==> src/rtl/pipelined_adder_pkg.sv <==
// Shared constants, helpers and the elaboration-time geometry check for pipelined_adder.
`ifndef PIPELINED_ADDER_PKG_SV
`define PIPELINED_ADDER_PKG_SV

package pipelined_adder_pkg;

    localparam logic ADD = 1'b0;
    localparam logic SUB = 1'b1;

    function automatic int unsigned clog2(input int unsigned value);
        int unsigned r;
        r = 0;
        while ((64'd1 << r) < 64'(value)) begin
            r++;
        end
        return r;
    endfunction

endpackage

// Rejects a slice geometry that cannot tile the operand width evenly.
`define PA_CHECK_WIDTH(W, S) \
    if ((S) == 0 || (S) > (W) || ((W) % (S)) != 0) begin : g_width_check \
        $error("pipelined_adder: WIDTH must be a positive multiple of STAGES"); \
    end

`endif

==> src/rtl/adder_slice.sv <==
// One CHUNK-bit slice of the carry chain; also exposes the slice operand MSBs for overflow.
module adder_slice #(
    parameter int unsigned CHUNK = 8
) (
    input  logic [CHUNK-1:0] a_i,
    input  logic [CHUNK-1:0] b_i,
    input  logic             cin_i,
    output logic [CHUNK-1:0] sum_o,
    output logic             cout_o,
    output logic             a_msb_o,
    output logic             b_msb_o
);

    always_comb begin
        {cout_o, sum_o} = (CHUNK + 1)'(a_i) + (CHUNK + 1)'(b_i) + (CHUNK + 1)'(cin_i);
    end

    assign a_msb_o = a_i[CHUNK-1];
    assign b_msb_o = b_i[CHUNK-1];

endmodule

==> src/rtl/pipelined_adder.sv <==
// Adder/subtractor with the carry chain cut into STAGES registered slices and a global-stall handshake.
module pipelined_adder
    import pipelined_adder_pkg::*;
#(
    parameter int unsigned WIDTH  = 32,
    parameter int unsigned STAGES = 4
) (
    input  logic             clk,
    input  logic             rst_n,
    input  logic             in_valid,
    output logic             in_ready,
    input  logic [WIDTH-1:0] a,
    input  logic [WIDTH-1:0] b,
    input  logic             cin,
    input  logic             sub,
    output logic             out_valid,
    input  logic             out_ready,
    output logic [WIDTH-1:0] sum,
    output logic             cout,
    output logic             ovf
);

    localparam int unsigned CHUNK = WIDTH / STAGES;
    localparam int unsigned NREG  = (STAGES > 1) ? STAGES - 1 : 1;

    `PA_CHECK_WIDTH(WIDTH, STAGES)

    logic             adv;

    // Per-stage sources: stage 0 takes the ports, stage k takes the registers of stage k-1.
    logic [WIDTH-1:0] a_src [STAGES];
    logic [WIDTH-1:0] b_src [STAGES];
    logic [WIDTH-1:0] s_src [STAGES];
    logic             c_src [STAGES];
    logic             v_src [STAGES];
    logic [WIDTH-1:0] s_d   [STAGES];

    logic [CHUNK-1:0] slice_sum  [STAGES];
    logic             slice_cout [STAGES];
    logic             a_msb      [STAGES];
    logic             b_msb      [STAGES];

    logic [WIDTH-1:0] a_q [NREG];
    logic [WIDTH-1:0] b_q [NREG];
    logic [WIDTH-1:0] s_q [NREG];
    logic             c_q [NREG];
    logic             v_q [NREG];

    logic             out_valid_q;
    logic [WIDTH-1:0] sum_q;
    logic             cout_q;
    logic             ovf_q;
    logic             ovf_d;

    assign adv = !out_valid_q || out_ready;

    always_comb begin
        a_src[0] = a;
        b_src[0] = (sub == SUB) ? ~b : b;
        c_src[0] = (sub == ADD) ? cin : 1'b1;
        s_src[0] = '0;
        v_src[0] = in_valid;
        for (int unsigned k = 1; k < STAGES; k++) begin
            a_src[k] = a_q[k-1];
            b_src[k] = b_q[k-1];
            s_src[k] = s_q[k-1];
            c_src[k] = c_q[k-1];
            v_src[k] = v_q[k-1];
        end
    end

    for (genvar k = 0; k < STAGES; k++) begin : g_slice
        adder_slice #(
            .CHUNK (CHUNK)
        ) u_slice (
            .a_i     (a_src[k][k*CHUNK +: CHUNK]),
            .b_i     (b_src[k][k*CHUNK +: CHUNK]),
            .cin_i   (c_src[k]),
            .sum_o   (slice_sum[k]),
            .cout_o  (slice_cout[k]),
            .a_msb_o (a_msb[k]),
            .b_msb_o (b_msb[k])
        );
    end

    // Merge each stage's fresh slice into the partial result carried from earlier stages.
    always_comb begin
        for (int unsigned k = 0; k < STAGES; k++) begin
            s_d[k]                     = s_src[k];
            s_d[k][k*CHUNK +: CHUNK]   = slice_sum[k];
        end
    end

    assign ovf_d = (a_msb[STAGES-1] == b_msb[STAGES-1]) &&
                   (s_d[STAGES-1][WIDTH-1] != a_msb[STAGES-1]);

    always_ff @(posedge clk) begin
        if (!rst_n) begin
            for (int unsigned k = 0; k < NREG; k++) begin
                a_q[k] <= '0;
                b_q[k] <= '0;
                s_q[k] <= '0;
                c_q[k] <= 1'b0;
                v_q[k] <= 1'b0;
            end
            out_valid_q <= 1'b0;
            sum_q       <= '0;
            cout_q      <= 1'b0;
            ovf_q       <= 1'b0;
        end else if (adv) begin
            for (int unsigned k = 0; k + 1 < STAGES; k++) begin
                a_q[k] <= a_src[k];
                b_q[k] <= b_src[k];
                s_q[k] <= s_d[k];
                c_q[k] <= slice_cout[k];
                v_q[k] <= v_src[k];
            end
            out_valid_q <= v_src[STAGES-1];
            sum_q       <= s_d[STAGES-1];
            cout_q      <= slice_cout[STAGES-1];
            ovf_q       <= ovf_d;
        end
    end

    assign in_ready  = adv;
    assign out_valid = out_valid_q;
    assign sum       = sum_q;
    assign cout      = cout_q;
    assign ovf       = ovf_q;

endmodule

==> config.mk <==
export PLATFORM = sky130hd
export DESIGN_NAME = pipelined_adder
export DESIGN_NICKNAME = d
export VERILOG_FILES = /design/src/rtl/pipelined_adder_pkg.sv /design/src/rtl/adder_slice.sv /design/src/rtl/pipelined_adder.sv
export SDC_FILE = /design/constraint.sdc
export NUM_CORES = 1
export LEC_CHECK = 0
export ABC_AREA = 1
export BUFFER_PORTS_ARGS = -buffer_cell sky130_fd_sc_hd__buf_2
export CAP_MARGIN = 20
export CORE_UTILIZATION = 45
export CTS_BUF_LIST = sky130_fd_sc_hd__clkbuf_8
export DETAILED_ROUTE_END_ITERATION = 12
export GPL_ROUTABILITY_DRIVEN = 0
export PLACE_DENSITY_LB_ADDON = 0.2
export SKIP_LAST_GASP = 1
export SYNTH_ARGS = -nofsm -noshare
export SYNTH_HDL_FRONTEND = slang
export SYNTH_SLANG_ARGS = --single-unit
export TNS_END_PERCENT = 1
==> constraint.sdc <==
create_clock -name clk -period 7.4 [get_ports clk]
set_input_delay 0.37 -clock clk [delete_from_list [all_inputs] [get_ports clk]]
set_output_delay 0.37 -clock clk [all_outputs]
set_load 0.005 [all_outputs]
==> results.md, run 1 <==
* Die Y-Extent at 138 microns
* FF/Latch Area at 5200 sq um
* Post-synthesis sequential area ratio at 0.622
* Via count of the routed design at 4,981
* PD cells at 226 nW/um^2
* Post-Syn Nets at just under 900
* Leakage power at 0.00448 uW
* Type of the worst setup path: reg -> reg
* First DRT Iteration DRCs at 281
* Via density at 4.42
* Nets at 991
* DRC viols at 20
* Multi-input logic area at between 2000 and 2500 sq um
* Layout cells sized above 1 at 0.159
* Cell Count, Final, Fillers Out at 1,127
* H-tree lvl count at 4
* Synthesis Warnings at 0
* Buffers added on ports at 105
* Initial core utilization at 0.462
* WP data arrival at 2.50 ns
* Most frequent cells in the layout: edfxtp_1, nor2_1, inv_1, buf_2, nand2_1
* FMAX at 0.411 GHz
* CTS tree: yes
* HP Class: in -> reg
* Die W at 138 microns
* Startpoint Class: flop
* Outcome: finished, violations left
* Post-route antenna net violation count at 0
* RSZ-0062 raised after global routing: false
* Post-CTS setup buffer count at 0
* Post-synth cell types at 24
* Reg2reg start: out_valid
* CTS sink cnt at 185
* Largest fanout on the critical path at 80
* Synthesis-to-layout area growth at 12.2%
* Reg-to-reg critical path endpoint: b_q[0][63]
* Commonest non-fill, non-tap cell in the layout: edfxtp_1
* Dominant cell type by area after synthesis: edfxtp_1
* Gate Count Post-Synth at 786
* Max-slew headroom at 0.342
* Initial antenna violation count at 0
* CTS resizes at 0
* Max-slew violation count at 0
* Num rows at 49
* Clock slew at reported path FFs at 0.09 ns
* I/O pin total at 106
* Final Skew at roughly 0.012 ns
* Clock Path Buffers at 2
* Failing checks: DRC
* Root Buffer Master: clkbuf_8
* WHS Path Cells at 3
* # hold bufs at CTS at 0
* Synth top area cells: edfxtp_1, dfxtp_1, nor2_1, inv_1, nand2_1
* 1st-pass router iterations at 8
* Required @ worst endpoint at around 7.5 ns
* Vias in the first global route at around 4,500
* TritonCTS Buffers at 17
* # diodes at 0
* DP HPWL at around 8800 microns
* Die area at around 19,000 sq um
* Worst Reg-to-Reg Cells at 4
* Hold Startpoint: rst_n
* Fin util at 0.519
* Worst Hold Path EP: out_valid
* Final period util at 0.329
* Wirelength per Cell at 11.7 microns
* GR Overflow Total at 0
* Setup_tns at 0 ns
* Gr usage total at 0.149
* Area of the core at around 18,000 sq um
* Clock period minus worst slack at around 2.4 ns
* Placed cell count at roughly 1,100
* Skew-Pair Late Insertion Delay at about 0.45 ns
* Largest net degree at the start of global routing at 100
* Crit path capture type: flop
* Final setup fails at 0
* Worst Max-Slew Pin Slew at about 1 ns
* Total Wirelength at 13,200 microns
* Worst IR Drop VDD at between 0.1 and 0.15 mV
* FF+latch count, synth at 185
* Max_cap viols at 0
* CP startpoint: out_valid
* Synthesized area per cell at 10.6 sq um
* First-pass GRT wire length at 22,300 microns
* Final hold viol count at 0
* Top cell type's share of synthesized area at 0.539
* R2R setup slack at roughly 5 ns
* Cell area after synthesis at around 8400 sq um
* Fillers at 1,668
## worst max path at each step
stage / slack (ns) / cells past startpoint / to
2_1_floorplan: 2.85 / 5 / sum[10]
3_3_place_gp: 4.56 / 10 / s_q[0][6]
3_5_place_dp: 4.50 / 10 / s_q[0][6]
4_1_cts: 4.90 / 4 / b_q[0][54]
5_1_grt: 4.69 / 4 / b_q[0][63]
6_report: 4.96 / 4 / b_q[0][63]
## report_power, final
part / switching (uW) / total [uW] / internal [uW] / leakage, uW
sequential: 28.1 / 1240 / 1210 / 0.00206
clock: 345 / 653 / 307 / 0.000213
combinational: 133 / 228 / 95.2 / 0.00221
total: 506 / 2120 / 1610 / 0.00448
## layer usage
layer | up-vias | global-route usage | wire (microns)
met5 | - | 0 | 0
met4 | 0 | 0.0621 | 223
met3 | 15 | 0.0287 | 507
met2 | 109 | 0.213 | 5410
met1 | 2138 | 0.221 | 7100
li1 | 2719 | - | -
## through the flow
stage	total power, uW	hold slack, ns	setup slack (ns)	cell area [sq um]
after global routing	2230	0.195	4.69	9380
final	2120	0.206	4.96	9380
after detailed placement	1490	0.440	4.50	9000
after global placement	1490	0.437	4.56	9000
after CTS	2150	0.176	4.90	9380
after floorplan	1430	0.415	2.85	8360
## Yosys cell counts (all sizes together)
library cell,count
fa,8
edfxtp,150
nor3,1
dfxtp,35
o21a,4
or2,1
nand2,101
nand3,25
xnor2,25
xor2,8
buf,27
o21ai,11
a21boi,1
a22o,26
ha,28
inv,147
a21oi,31
nor2,151
nand4,6
## state kept, by name (all words and copies together) (netlist names)
signal and cells:
a_q 48, b_q 48, s_q 48, sum 32
c_q 3, v_q 3, cout 1, out_valid 1
ovf 1
## cell type report
cell class / count / area share
Sequential cell: 185 / 0.555
Multi-Input combinational cell: 427 / 0.257
Inverter: 147 / 0.0588
Timing Repair Buffer: 107 / 0.0576
Tap cell: 229 / 0.0305
Clock buffer: 18 / 0.0264
Clock inverter: 14 / 0.0141
## cell families after synthesis
kind of cell,Yosys count,synth area share
xor+xnor,33,0.0346
buf+inv,174,0.0902
fa+ha+maj,36,0.0611
flops,185,0.622
compound gates,73,0.0569
simple gates,285,0.135
## worst max-delay path: stages (launching register included)
cell     delay [ns]
dfxtp_1        0.32
inv_1          0.06
nor2_2         0.05
nand2_4        0.68
buf_4          0.89
(Power assumes the default switching activity.)
==> run 2: changes to the inputs <==
- clock period: 7.4 -> 2 ns (I/O delays scaled with it)
==> results.md, run 2 (synthesized netlist as in run 1, its figures left out) <==
* Hold Startpoint: b[31] (was rst_n)
* Largest fanout on the critical path at 4 (was 80)
* Max-slew violation count at 0 (unchanged)
* DP Area at 9100 sq um (was 9000 sq um)
* Type of the worst setup path: reg -> reg (unchanged)
* 1st-pass router iterations at 8 (unchanged)
* Outcome: finished, violations left (unchanged)
* Worst IR Drop VDD at 0.380 mV (was 0.111 mV)
* Power Total at 7760 uW (was 2120 uW)
* Final setup fails at 0 (unchanged)
* Top flop regs: a_q x48, b_q x48, s_q x48 (unchanged)
* Gr usage total at 0.152 (was 0.149)
* Post-route antenna net violation count at 0 (unchanged)
* PD cells at 781 nW/um^2 (was 226 nW/um^2)
* Fillers at 1,628 (was 1,668)
* Wirelength per Cell at 11.5 microns (was 11.7 microns)
* Final hold viol count at 0 (unchanged)
* Failing checks: DRC (unchanged)
* Worst Reg-to-Reg Cells at 8 (was 4)
* Area of the core at 18,100 sq um (unchanged)
* Commonest non-fill, non-tap cell in the layout: edfxtp_1 (unchanged)
* Via count of the routed design at 5,245 (was 4,981)
* HP Class: in -> reg (unchanged)
* TritonCTS Buffers at 17 (unchanged)
* Die area at 19,100 sq um (unchanged)
* Clock slew at reported path FFs at 0.09 ns (about the same)
* Reg-to-reg critical path endpoint: s_q[1][14] (was b_q[0][63])
* Leakage power at 0.00468 uW (was 0.00448 uW)
* Cell Count, Final, Fillers Out at 1,182 (was 1,127)
* Worst Hold Path EP: b_q[0][31] (was out_valid)
* Largest stage delay, worst path at 0.42 ns (was 0.89 ns)
* Nets at 1,046 (was 991)
* Via density at 4.44 (was 4.42)
* Setup_tns at 0 ns (unchanged)
* First-pass GRT wire length at 23,100 microns (was 22,300 microns)
* FMAX at 0.526 GHz (was 0.411 GHz)
* Startpoint Class: flop (unchanged)
* Root Buffer Master: clkbuf_8 (unchanged)
* Required @ worst endpoint at 2.22 ns (was 7.47 ns)
* Largest net degree at the start of global routing at 103 (was 100)
* Synthesis-to-layout area growth at 18.9% (was 12.2%)
* Post-CTS setup buffer count at 0 (unchanged)
* Worst Max-Slew Pin Slew at 0.574 ns (was 0.986 ns)
* CP startpoint: a_q[0][8] (was out_valid)
* Finished layout cell area at 9940 sq um (was 9380 sq um)
* Initial antenna violation count at 0 (unchanged)
* R2R setup slack at 0.1 ns (was 4.96 ns)
* Multi-input logic area at 2440 sq um (was 2410 sq um)
* Vias in the first global route at 4,799 (was 4,519)
* Die Y-Extent at 138 microns (unchanged)
* DP HPWL at 8740 microns (was 8790 microns)
* Crit path capture type: flop (unchanged)
* Clock Path Buffers at 2 (unchanged)
* DRC viols at 13 (was 20)
* CTS tree: yes (unchanged)
* Post-Place Worst Slack at -0.0801 ns (was 4.50 ns)
* I/O pin total at 106 (unchanged)
* Max_cap viols at 0 (unchanged)
* H-tree lvl count at 4 (unchanged)
* Placed cell count at 1,102 (was 1,095)
* Reg2reg start: a_q[0][8] (was out_valid)
* CTS sink cnt at 185 (unchanged)
* Buffers added on ports at 105 (unchanged)
* RSZ-0062 raised after global routing: true (was false)
* Final period util at 0.951 (was 0.329)
* Critical Path Most Common Cell: nand2_1
* First DRT Iteration DRCs at 236 (was 281)
* Num rows at 49 (unchanged)
* WP data arrival at 2.12 ns (was 2.50 ns)
* GR Overflow Total at 0 (unchanged)
* Fin worst setup slack at 0.0980 ns (was 4.96 ns)
* Initial core utilization at 0.462 (unchanged)
* Layout cells sized above 1 at 0.166 (was 0.159)
* Clock period minus worst slack at 1.90 ns (was 2.44 ns)
* WHS Path Cells at 3 (unchanged)
* CP max stage cell: fa_2 (was buf_4)
* FF/Latch Area at 5200 sq um (unchanged)
* Skew-Pair Late Insertion Delay at 0.46 ns (was 0.45 ns)
* Total Wirelength at 13,600 microns (was 13,200 microns)
* Max-slew headroom at 0.617 (was 0.342)
* Most frequent cells in the layout: edfxtp_1, nor2_1, inv_1, buf_2, nand2_1 (unchanged)
* Die W at 138 microns (unchanged)
* # diodes at 0 (unchanged)
* Final Skew at 0.0108 ns (was 0.0119 ns)
* Crit-path cells: fa_2 -> fa_2 -> nand3_1 -> nand2_1 -> nand2_1 -> nand3_1 -> nand2_1 -> nor2_1 (was inv_1 -> nor2_2 -> nand2_4 -> buf_4)
==> run 2: worst max path at each step <==
stage,depth (start not counted),end,slack [ns]
6_report,8,s_q[1][14],0.1
5_1_grt,8,s_q[2][22],-0.06
4_1_cts,8,s_q[1][14],-0.03
2_1_floorplan,11,s_q[0][6],-0.15
3_5_place_dp,8,s_q[2][20],-0.08
3_3_place_gp,8,s_q[2][20],-0.04
==> run 2: worst max-delay path, delay by kind of cell, from the launching register on <==
family                   cells  cell delay [ns]
flip-flops                   1             0.41
AND/OR/NAND/NOR              6             0.47
adder cells (fa/ha/maj)      2             0.78
==> run 2: routing by layer <==
layer / GRT usage / share of wire
met1: 0.227 / 0.54
met2: 0.213 / 0.41
met3: 0.0388 / 0.038
met4: 0.0526 / 0.011
met5: 0 / 0
==> run 2: through the flow <==
step                hold slack, ns   util
floorplan                    0.211      -
global placement             0.399  0.503
detailed placement           0.402  0.503
CTS                         0.0178  0.549
global route                0.0428  0.550
finish                      0.0556  0.550
==> run 2: area by class of cell <==
class / count / area share
Inverter: 147 / 0.0557
Multi-Input combinational cell: 427 / 0.245
Clock inverter: 15 / 0.0117
Timing Repair Buffer: 162 / 0.112
Sequential cell: 185 / 0.523
Clock buffer: 17 / 0.0235
Tap cell: 229 / 0.0288
==> run 2: where the power goes <==
group / internal (uW) / switching (uW) / total (uW)
Clock: 885 / 1350 / 2240
Combinational: 429 / 511 / 941
Sequential: 4480 / 104 / 4580
==> run 2: repair_timing <==
item,in CTS,in global routing
pin swaps,0,1
endpoints found under the hold margin,48,0
endpoints found under the setup margin,3,11
hold buffers,48,0
gates resized for setup,2,7
==> run 3: changes to the inputs <==
- CELL_PAD_IN_SITES_DETAIL_PLACEMENT: unset -> 1
- CELL_PAD_IN_SITES_GLOBAL_PLACEMENT: unset -> 2
- CORE_UTILIZATION: 45 -> 30
==> results.md, run 3 (synthesized netlist as in run 1, its figures left out) <==
* Outcome: finished clean (was finished, violations left)
* TritonCTS Buffers at 17 (unchanged)
* Worst Reg-to-Reg Cells at 8 (unchanged)
* Crit-path cells: fa_2 -> fa_2 -> buf_4 -> nand4_1 -> nand3_1 -> nand2_1 -> nand2_1 -> nor2_1 (was fa_2 -> fa_2 -> nand3_1 -> nand2_1 -> nand2_1 -> nand3_1 -> nand2_1 -> nor2_1)
* # diodes at 0 (unchanged)
* CTS tree: yes (unchanged)
* Crit path capture type: flop (unchanged)
* Finished layout cell area at 10,200 sq um (was 9940 sq um)
* Clock period minus worst slack at 1.94 ns (was 1.90 ns)
* Top flop regs: a_q x48, b_q x48, s_q x48 (unchanged)
* Required @ worst endpoint at 2.30 ns (was 2.22 ns)
* Fillers at 3,112 (was 1,628)
* Total Wirelength at 16,900 microns (was 13,600 microns)
* Leakage power at 0.00471 uW (was 0.00468 uW)
* DP Area at 9300 sq um (was 9100 sq um)
* Die W at 169 microns (was 138 microns)
* Type of the worst setup path: reg -> reg (unchanged)
* HP Class: in -> reg (unchanged)
* Nets at 1,048 (was 1,046)
* Clock power share at 0.305 (was 0.288)
* Skew-Pair Late Insertion Delay at 0.46 ns (about the same)
* Via count of the routed design at 5,435 (was 5,245)
* Layout cells sized above 1 at 0.163 (was 0.166)
* Reg2reg start: a_q[0][48] (was a_q[0][8])
* Die area at 28,500 sq um (was 19,100 sq um)
* Worst Max-Slew Pin Slew at 0.562 ns (was 0.574 ns)
* Worst IR Drop VDD at 0.358 mV (was 0.380 mV)
* Final setup fails at 0 (unchanged)
* Post-route antenna net violation count at 0 (unchanged)
* H-tree lvl count at 4 (unchanged)
* P_int at 5990 uW (was 5790 uW)
* Num rows at 60 (was 49)
* Max-slew headroom at 0.626 (was 0.617)
* Initial core utilization at 0.308 (was 0.462)
* Gr usage total at 0.124 (was 0.152)
* FMAX at 0.517 GHz (was 0.526 GHz)
* Largest fanout on the critical path at 2 (was 4)
* Synthesis-to-layout area growth at 21.9% (was 18.9%)
* Area of the core at 27,200 sq um (was 18,100 sq um)
* CP Buf/Inv Count at 1 (was 0)
* Clock Path Buffers at 2 (unchanged)
* Reg-to-reg critical path endpoint: s_q[2][22] (was s_q[1][14])
* Die Y-Extent at 169 microns (was 138 microns)
* Via density at 4.10 (was 4.44)
* Worst Hold Slack at 0.125 ns (was 0.0556 ns)
* Switching part of the total at 0.250 (was 0.253)
* Largest stage delay, worst path at 0.42 ns (about the same)
* R2R setup slack at 0.06 ns (was 0.1 ns)
* Max_cap viols at 0 (unchanged)
* Final Skew at 0.0195 ns (was 0.0108 ns)
* GR Overflow Total at 0 (unchanged)
* I/O pin total at 106 (unchanged)
* Clock slew at reported path FFs at 0.10 ns (was 0.09 ns)
* PD cells at 783 nW/um^2 (was 781 nW/um^2)
* WP data arrival at 2.24 ns (was 2.12 ns)
* CP max stage cell: fa_2 (unchanged)
* CTS sink cnt at 185 (unchanged)
* First-pass GRT wire length at 27,500 microns (was 23,100 microns)
* 1st-pass router iterations at 8 (unchanged)
* DP HPWL at 11,000 microns (was 8740 microns)
* DRC viols at 0 (was 13)
* Top Family by Delay on Critical Path: adder cells (unchanged)
* Largest net degree at the start of global routing at 72 (was 103)
* Sequential Power Share at 0.575 (was 0.591)
* Most frequent cells in the layout: edfxtp_1, nor2_1, inv_1, buf_2, nand2_1 (unchanged)
* Buffers added on ports at 105 (unchanged)
* Hold Startpoint: out_ready (was b[31])
* Net load switching power at 1990 uW (was 1970 uW)
* Startpoint Class: flop (unchanged)
* RSZ-0062 raised after global routing: true (unchanged)
* Vias in the first global route at 5,432 (was 4,799)
* Gate power share at 0.121 (about the same)
* Final hold viol count at 0 (unchanged)
* Initial antenna violation count at 0 (unchanged)
* Commonest non-fill, non-tap cell in the layout: edfxtp_1 (unchanged)
* Wirelength per Cell at 12.7 microns (was 11.5 microns)
* Fin util at 0.375 (was 0.550)
* Max-slew violation count at 0 (unchanged)
* WHS Path Cells at 4 (was 3)
* Final period util at 0.968 (was 0.951)
* First DRT Iteration DRCs at 190 (was 236)
* Root Buffer Master: clkbuf_8 (unchanged)
* Worst Hold Path EP: out_valid (was b_q[0][31])
## run 3: cell types whose count changed in the layout (fill, tap and decap cells not counted), moves of 2 or more
cell	before	now
buf_12	3	5
buf_4	6	4
clkbuf_8	17	20
clkinv_2	3	1
clkinvlp_4	1	4
dlygate4sd3_1	48	50
inv_1	144	147
inv_6	4	1
inv_8	2	0
## run 3: worst reg2reg max path, delay by kind of cell (launching register included)
kind	cells	cell delay, ns
adder cells (fa/ha/maj)	2	0.78
flip-flops	1	0.41
AND/OR/NAND/NOR	5	0.44
buffers and inverters	1	0.14
## run 3: how the worst max path moves through the flow
stage	to	startpoint	slack [ns]	cells after the start
2_1_floorplan	s_q[0][6]	sub	-0.15	11
3_3_place_gp	s_q[0][6]	sub	-0.11	10
3_5_place_dp	s_q[0][6]	sub	-0.12	10
4_1_cts	s_q[2][20]	a_q[0][48]	-0.02	8
5_1_grt	s_q[2][20]	a_q[0][48]	-0.05	8
6_report	s_q[2][22]	a_q[0][48]	0.06	8
## run 3: layout make-up
type | count | area (sq um) | area share
flip-flops and latches | 185 | 5200 | 0.511
multi-input cells | 427 | 2440 | 0.239
repair buffers | 164 | 1160 | 0.113
inverters | 147 | 554 | 0.0544
well taps | 372 | 465 | 0.0457
clock buffers | 20 | 275 | 0.0270
clock inverters | 12 | 103 | 0.0101
## run 3: routing by layer
layer | GRT usage | up-vias | part of all wire
li1 | - | 2830 | -
met1 | 0.167 | 2506 | 0.51
met2 | 0.198 | 88 | 0.45
met3 | 0.0269 | 11 | 0.029
met4 | 0.0368 | 0 | 0.010
met5 | 0 | - | 0
## run 3: repair_timing
action,4_1_cts,5_1_grt
pin swaps,0,0
gates resized for setup,3,6
hold endpoints to repair,50,0
buffers inserted,0,0
hold buffers,50,0
endpoints found under the setup margin,4,11
## run 3: metrics by stage
step / setup TNS (ns) / setup WS (ns) / instances / power, uW
global route: -0.139 / -0.0455 / 1327 / 8420
finish: 0 / 0.0639 / 1327 / 7980
floorplan: -0.309 / -0.155 / 786 / 5270
detailed placement: -0.334 / -0.120 / 1245 / 5590
CTS: -0.0247 / -0.0208 / 1327 / 8130
global placement: -0.174 / -0.107 / 1245 / 5570
## run 3: power groups by stage
| stage | sequential [uW] | clock [uW] | combinational [uW] |
|---|---|---|---|
| 3_3_place_gp | 4670 | 0 | 901 |
| 3_5_place_dp | 4680 | 0 | 905 |
| 2_1_floorplan | 4650 | 0 | 622 |
| 6_report | 4590 | 2430 | 964 |
| 5_1_grt | 4620 | 2690 | 1110 |
| 4_1_cts | 4590 | 2550 | 985 |
